==> src/rtl/bin_to_bcd_seq_if.sv <==
// bin_to_bcd_seq_if: start/busy/done handshake and result bus for the BCD converter
interface bin_to_bcd_seq_if #(parameter int IN_W = 8, parameter int DIGITS = 3);
  logic start;
  logic [IN_W-1:0] bin;
  logic busy;
  logic done;
  logic [4*DIGITS-1:0] digits;
  logic overflow;
  modport master(output start, bin, input busy, done, digits, overflow);
  modport slave(input start, bin, output busy, done, digits, overflow);
endinterface

==> src/rtl/bin_to_bcd_seq.sv <==
// bin_to_bcd_seq: iterative double-dabble binary to BCD, one bit per clock, with
// leading-zero blanking and saturating overflow
module bin_to_bcd_seq #(
  parameter int IN_W = 8,
  parameter int DIGITS = 3,
  parameter int LZ_BLANK = 1,
  parameter logic [3:0] BLANK_CODE = 4'hA
) (
  input logic clk,
  input logic reset,
  bin_to_bcd_seq_if.slave bus
);
  // scratch covers every decimal digit of 2^IN_W-1 and at least DIGITS fields
  localparam int SN = (IN_W * 30103) / 100000 + 1;
  localparam int NS = SN > DIGITS ? SN : DIGITS;
  localparam int CW = IN_W + 4 * DIGITS + 1;
  localparam int CNT_W = $clog2(IN_W + 1);
  function automatic logic [CW-1:0] pow10(input int n);
    logic [CW-1:0] p;
    p = CW'(1);
    for (int i = 0; i < n; i++) p = p * CW'(10);
    return p;
  endfunction
  localparam logic [CW-1:0] LIMIT = pow10(DIGITS);
  typedef enum logic [1:0] {IDLE, SHIFT, LOAD} state_t;
  state_t state;
  logic [IN_W-1:0] sh;
  logic [4*NS-1:0] scr, adj;
  logic [4*DIGITS-1:0] shown;
  logic [CNT_W-1:0] cnt;
  logic ovf_p, lead;
  always_comb begin
    adj = scr;
    for (int i = 0; i < NS; i++)
      adj[4*i+:4] = scr[4*i+:4] >= 4'd5 ? scr[4*i+:4] + 4'd3 : scr[4*i+:4];
  end
  // walk down from the top field; blanking stops at the first nonzero digit or units
  always_comb begin
    lead = 1'b1;
    shown = '0;
    for (int i = DIGITS - 1; i >= 0; i--) begin
      lead = lead && (scr[4*i+:4] == 4'd0) && (i > 0) && (LZ_BLANK != 0);
      shown[4*i+:4] = lead ? BLANK_CODE : scr[4*i+:4];
    end
  end
  always_ff @(posedge clk or posedge reset) begin
    if (reset) begin
      state <= IDLE;
      sh <= '0;
      scr <= '0;
      cnt <= '0;
      ovf_p <= 1'b0;
      bus.busy <= 1'b0;
      bus.done <= 1'b0;
      bus.overflow <= 1'b0;
      bus.digits <= {DIGITS{BLANK_CODE}};
    end else begin
      bus.done <= 1'b0;
      case (state)
        IDLE: if (bus.start) begin
          sh <= bus.bin;
          scr <= '0;
          cnt <= CNT_W'(IN_W);
          ovf_p <= CW'(bus.bin) >= LIMIT;
          bus.busy <= 1'b1;
          state <= SHIFT;
        end
        SHIFT: begin
          {scr, sh} <= {adj, sh} << 1;
          cnt <= cnt - CNT_W'(1);
          if (cnt == CNT_W'(1)) state <= LOAD;
        end
        LOAD: begin
          bus.done <= 1'b1;
          bus.busy <= 1'b0;
          bus.overflow <= ovf_p;
          bus.digits <= ovf_p ? {DIGITS{4'h9}} : shown;
          state <= IDLE;
        end
        default: state <= IDLE;
      endcase
    end
  end
endmodule
==> src/flat_wrapper.sv <==
// flat-port wrapper written by rule: the top's interface ports become plain ports
module bin_to_bcd_seq_flat 
#(
  parameter int IN_W = 8,
  parameter int DIGITS = 3,
  parameter int LZ_BLANK = 1,
  parameter logic [3:0] BLANK_CODE = 4'hA
)
  (clk, reset, bus_start, bus_bin, bus_busy, bus_done, bus_digits, bus_overflow);
  bin_to_bcd_seq_if #(.IN_W(IN_W), .DIGITS(DIGITS)) bus_i ();
  input logic clk;
  input logic reset;
  input wire logic [$bits(bus_i.start)-1:0] bus_start;
  input wire logic [$bits(bus_i.bin)-1:0] bus_bin;
  output wire logic [$bits(bus_i.busy)-1:0] bus_busy;
  output wire logic [$bits(bus_i.done)-1:0] bus_done;
  output wire logic [$bits(bus_i.digits)-1:0] bus_digits;
  output wire logic [$bits(bus_i.overflow)-1:0] bus_overflow;
  assign bus_i.start = bus_start;
  assign bus_i.bin = bus_bin;
  assign bus_busy = bus_i.busy;
  assign bus_done = bus_i.done;
  assign bus_digits = bus_i.digits;
  assign bus_overflow = bus_i.overflow;
  bin_to_bcd_seq #(.IN_W(IN_W), .DIGITS(DIGITS), .LZ_BLANK(LZ_BLANK), .BLANK_CODE(BLANK_CODE)) u_core (.clk(clk), .reset(reset), .bus(bus_i));
endmodule
==> config.mk <==
export PLATFORM = sky130hd
export DESIGN_NAME = bin_to_bcd_seq_flat
export DESIGN_NICKNAME = d
export VERILOG_FILES = /design/src/rtl/bin_to_bcd_seq_if.sv /design/src/rtl/bin_to_bcd_seq.sv /design/src/flat_wrapper.sv
export SDC_FILE = /design/constraint.sdc
export NUM_CORES = 1
export LEC_CHECK = 0
export CAP_MARGIN = 5
export CORE_MARGIN = 1.5
export CORE_UTILIZATION = 40
export DETAILED_ROUTE_END_ITERATION = 16
export PLACE_DENSITY = 0.64
export SYNTH_ARGS = -nofsm -noshare
export SYNTH_HDL_FRONTEND = slang
export SYNTH_SLANG_ARGS = --single-unit
==> constraint.sdc <==
create_clock -name clk -period 1.7 [get_ports clk]
set_input_delay 0.255 -clock clk [delete_from_list [all_inputs] [get_ports clk]]
set_output_delay 0.255 -clock clk [all_outputs]
set_load 0.03 [all_outputs]
== Yosys cells after proc, flatten, opt, wreduce, memory -nomap -nowiden ==
Index checks and enable logic that the tools add are counted.
Storage, ports and cells
  register bits after elaboration: 40
  bits of input ports: 11
  output and inout port bits: 15
  logic and storage cells: 45
Operators by class
  add/sub/neg operators: 4
  $lt $le $gt $ge: 3
  eq/ne operators: 5
  mux-type cells: 17
  reduce and logical (&&, ||, !) cells: 9
Operator list (count)
  12-bit one-hot mux with 2 select lines: 1
  4-bit 2-to-1 mux: 5
  8-bit one-hot mux with 2 select lines: 1
  4-bit by 3-bit greater-or-equal comparator with 1-bit output (second input constant): 3
  12-bit 2-to-1 mux: 1
  4-bit by 2-bit adder with 4-bit output (second input constant): 2
  4-bit logical NOT: 2
  8-bit 2-to-1 mux: 1
  4-bit one-hot mux with 2 select lines: 1
  2-bit AND reduction: 3
  4-bit by 1-bit == test with 1-bit output (second input constant): 1
  2-bit 2-to-1 mux: 2
  2-bit one-hot mux with 2 select lines: 1
  2-bit nonzero test: 2
  4-bit by 1-bit subtractor with 4-bit output (second input constant): 1
  3-bit by 2-bit adder with 3-bit output (second input constant): 1
  3-bit 2-to-1 mux: 1
  2-bit by 1-bit == test with 1-bit output (second input constant): 1
  2-bit == test (second input constant): 1
  2-bit logical NOT: 1
  1-bit 2-to-1 mux: 2
  2-bit by 1-bit != test with 1-bit output (second input constant): 1
  2-bit != test (second input constant): 1
  1-bit one-hot mux with 2 select lines: 1
  1-bit logical AND: 1

== Longest topological paths before layout ==
Gate-level depths: netlist (run 1).
  depth in word-level cells: 3
  gate-level depth with buffers: 5
  gate-level depth less buffers: 5

== Worst setup path after synthesis (run 1) ==
Ideal clock, no wire load.
  path kind: reg-to-reg
  start: reg u_core.scr[8]
  end: reg u_core.bus.digits[4]
  setup time: 121 ps
  arrival: 1304 ps
  required time: 1579 ps
  setup slack: 275 ps
  cell stages (with the launch flop): 6
  path buffers: 0
  path through: dfrtp_1 -> inv_1 -> ha_1 -> nor3b_1 -> nand4_1 -> a22o_1
On the way
  cells in the longest elaborated chain, start to end: 3
RTL lines
  start, declared: RTL line bin_to_bcd_seq.sv:28  | logic [4*NS-1:0] scr, adj;
  start signal, assigned: RTL line bin_to_bcd_seq.sv:69  | {scr, sh} <= {adj, sh} << 1;
  4-bit logical NOT: RTL line bin_to_bcd_seq.sv:42  | lead = lead && (scr[4*i+:4] == 4'd0) && (i > 0) && (LZ_BLANK != 0);
  1-bit logical AND: RTL line bin_to_bcd_seq.sv:42
  4-bit 2-to-1 mux: RTL line bin_to_bcd_seq.sv:43  | shown[4*i+:4] = lead ? BLANK_CODE : scr[4*i+:4];
  end signal, assigned: RTL line bin_to_bcd_seq.sv:56  | bus.digits <= {DIGITS{BLANK_CODE}};
  end signal, assigned: RTL line bin_to_bcd_seq.sv:77  | bus.digits <= ovf_p ? {DIGITS{4'h9}} : shown;
  end, declared: RTL line bin_to_bcd_seq_if.sv:10  | modport slave(input start, bin, output busy, done, digits, overflow);
No other way between the ends.
A chain may end at the register's enable or synchronous reset.

== Final worst setup path (run 1) ==
  start: reg u_core.bus.busy
  end: out bus_busy
RTL lines
  start, declared: RTL line bin_to_bcd_seq_if.sv:10
  start signal, assigned: RTL line bin_to_bcd_seq.sv:53  | bus.busy <= 1'b0;
  start signal, assigned: RTL line bin_to_bcd_seq.sv:65  | bus.busy <= 1'b1;
  start signal, assigned: RTL line bin_to_bcd_seq.sv:75  | bus.busy <= 1'b0;
  end, declared: RTL line flat_wrapper.sv:15  | output wire logic [$bits(bus_i.busy)-1:0] bus_busy;
No word-level cell between the ends.

==> impl_metrics.toml, run 1 <==
[clocking]
cts_tree = "built"
post_cts.repair.setup_buffers = 0
cts_sinks = 40
cts_buffer_depth = 2
cts_buffers = 5
insertion_delay_ps = 290
clk_pin_slew_ps = 70
cts_root_buffer = "clkbuf_8"
cts_max_level = 2

[global_route]
grt_pass1_vias = 1481
grt_max_degree = 41
grt_use_total_pct = 16.0
antenna_found_initial = 0
grt_overflow = 0
grt_first_pass_wirelength_um = 6790

[logic_synthesis]
dominantRegCellSynth = "dfrtp_1"
synth.distinct_cells = 36
postSynth.asyncResetShare_pct = 100
synth_common_cells = "dfrtp_1, nand2_1, o21ai_0"
yosys.area.top_type = "dfrtp_1"
synth_area_leaders = "dfrtp_1, dfstp_2, nand2_1"
synth_area_um2 = 2060
ys_seq_area_share_pct = 48.9
syn_nets = 226
syn_inst = 206
synth.most_common_cell = "dfrtp_1"
synth-seq-cells = 40
synth_top_area_share_pct = 41.3
synth_edf_count = 0
yosys_warnings = 0
synth.avg_cell_area_um2 = 10.0

[die]
io-pin-count = 26
dieArea_um2 = 5590
core_um2 = 4850
dieWidth_um = 74.8
start_util_pct = 42.5
row_count = 25
die_h_um = 74.8

[critical_path]
worst-path-buf-inv = 1
cp_top_family = "buffers and inverters"
start_kind = "flop"
end_kind = "primary output"
slowest_stage = "clkdlybuf4s50_1"
cp_max_fo = 2
critPathRequiredTime_ps = 1440
cp.arrival_ps = 1340
critPathMaxStageDelay_ps = 680
cp_cell_sequence = "clkdlybuf4s50_1"
worstSetupPathType = "flop to primary output"

[power_and_ir_drop]
power.density_nw_per_um2 = 1800
power_frac_comb_pct = 45.8
swShare_pct = 39.7
p_switching_mw = 1.78
clockPowerShare_pct = 16.9
peakVddDrop_mv = 0.715
leakagePower_nw = 1.15
intPower_mw = 2.71
pwr-share-seq_pct = 37.4

[layout]
fillers = 469
drive_gt1_share_pct = 12.6
syn_to_final_growth_pct = 21.3
regArea_um2 = 1010
nets = 257
multiInputGateArea_um2 = 917
antenna_cells = 0

[sta]
rsz0062_at_grt = "no"
final.period_utilization_pct = 93.7
timing.hold.ws_ps = 302
timing.final.crit_period_ps = 1590
fin_skew_ps = 9.46
drv_slew = 0
finalHoldViolCount = 0
setup_viol = 0
setup-tns-final_ps = 0
fmax_ghz = 0.628

[placement]
gp_congestion = 0.817
hpwl_um = 2720
place.port_buffers = 24

[route]
drc = 0
wl_per_cell_um = 12.6
viasPerCell = 4.96
drt-pass1-iter-count = 4
drtAntennaViolNets = 0
drt_iter0_drc = 117
vias = 1512
routed_wl_um = 3840

[run_status]
outcome = "finished clean"

[flow_run]
maxCapViolCount = 0

[min_path]
hp-class = "input port to asynchronous set/reset pin"
-- power by group through the flow --
stage	sequential (mW)	clock, mW	combinational [mW]
final	1.68	0.758	2.06
after global routing	1.74	0.817	2.33
after CTS	1.68	0.794	2.07
after detailed placement	1.69	0	2.10
after global placement	1.70	0	2.08
after floorplan	1.87	0	1.33
-- flip-flops by register name, summed over array words and instances (netlist names) --
name,flops
u_core.cnt,4
u_core.bus.busy,1
u_core.bus.digits,12
u_core.scr,12
u_core.bus.done,1
u_core.state,2
u_core.sh,8
-- cell usage in the layout (no fill, tap or decap), types with 2 or more instances in the layout --
cell / n
o211ai_1: 3
buf_4: 9
clkbuf_8: 5
dlygate4sd2_1: 6
nor2b_1: 5
o21ai_0: 19
o211ai_2: 3
inv_1: 16
mux2i_1: 2
a22o_1: 6
nand2b_1: 7
nand3b_1: 3
o31ai_1: 6
a21oi_1: 8
a31oi_1: 3
o21a_1: 3
nor2_1: 6
dfstp_2: 6
nand2_1: 32
xnor2_1: 2
dfrtp_1: 34
and3b_1: 6
clkdlybuf4s50_1: 18
o2111ai_1: 6
ha_1: 9
-- metrics by stage --
stage / area [um2] / cells / setup slack [ps] / total power, mW / utilization (%)
final: 2500 / 305 / 107 / 4.49 / 51.6
after global routing: 2500 / 305 / 46.5 / 4.88 / 51.6
after CTS: 2500 / 305 / 84.1 / 4.54 / 51.5
after detailed placement: 2400 / 297 / 115 / 3.79 / 49.4
after global placement: 2400 / 297 / 181 / 3.77 / 49.4
after floorplan: 2060 / 206 / 275 / 3.20 / -
-- worst paths after layout --
kind / from / end / slack [ps] / cells past startpoint
worst max-delay path: u_core.bus.busy$_DFFE_PP0P_ / bus_busy / 110 / 1
worst min-delay path: reset / u_core.sh[0]$_DFFE_PP0P_ / 300 / 3
worst max register to register: u_core.scr[4]$_DFFE_PP0P_ / u_core.scr[8]$_DFFE_PP0P_ / 180 / 5
worst min register to register: u_core.bus.digits[9]$_DFFE_PP1P_ / u_core.bus.digits[9]$_DFFE_PP1P_ / 460 / 2
max in group asynchronous: reset / u_core.bus.digits[1]$_DFFE_PP1P_ / 1120 / 3
min in group clk: u_core.bus.digits[9]$_DFFE_PP1P_ / u_core.bus.digits[9]$_DFFE_PP1P_ / 460 / 2
-- final cells by class --
| type | instances | share of cell area [%] |
|---|---|---|
| sequential | 40 | 40.3 |
| multi-input combinational | 139 | 36.7 |
| timing repair buffer | 34 | 12.8 |
| tap | 67 | 3.35 |
| clock buffer | 6 | 2.90 |
| inverter | 17 | 2.55 |
| clock inverter | 2 | 1.40 |
-- routing by layer --
layer | routed length (um) | GRT usage [%]
met4 | 68 | 6.06
met3 | 143 | 4.02
met2 | 1630 | 24.7
met5 | 0 | 0
met1 | 2000 | 21.8
-- what timing repair did --
item	CTS	global route
setup endpoints to repair	6	2
hold buffers	0	0
hold endpoints to repair	0	0
gates resized for setup	6	1
-- kinds of logic (layout without fill, tap and decap cells) --
group	count (synthesis)	in the layout	share of synthesized area [%]
simple gates	64	64	16.1
compound gates	61	61	20.7
xor+xnor	2	2	0.850
other cells	1	1	0.182
fa+ha+maj	9	9	5.46
mux	2	2	0.971
flops	40	40	48.9
buf+inv	27	59	6.86
No activity file was read; power rests on OpenSTA's default activity.
==> run 2: changes to the inputs <==
CAP_MARGIN = 15   (was 5)
==> results of run 2 <==
Same layout as run 1: the final DEF is identical, and so are final timing and power.
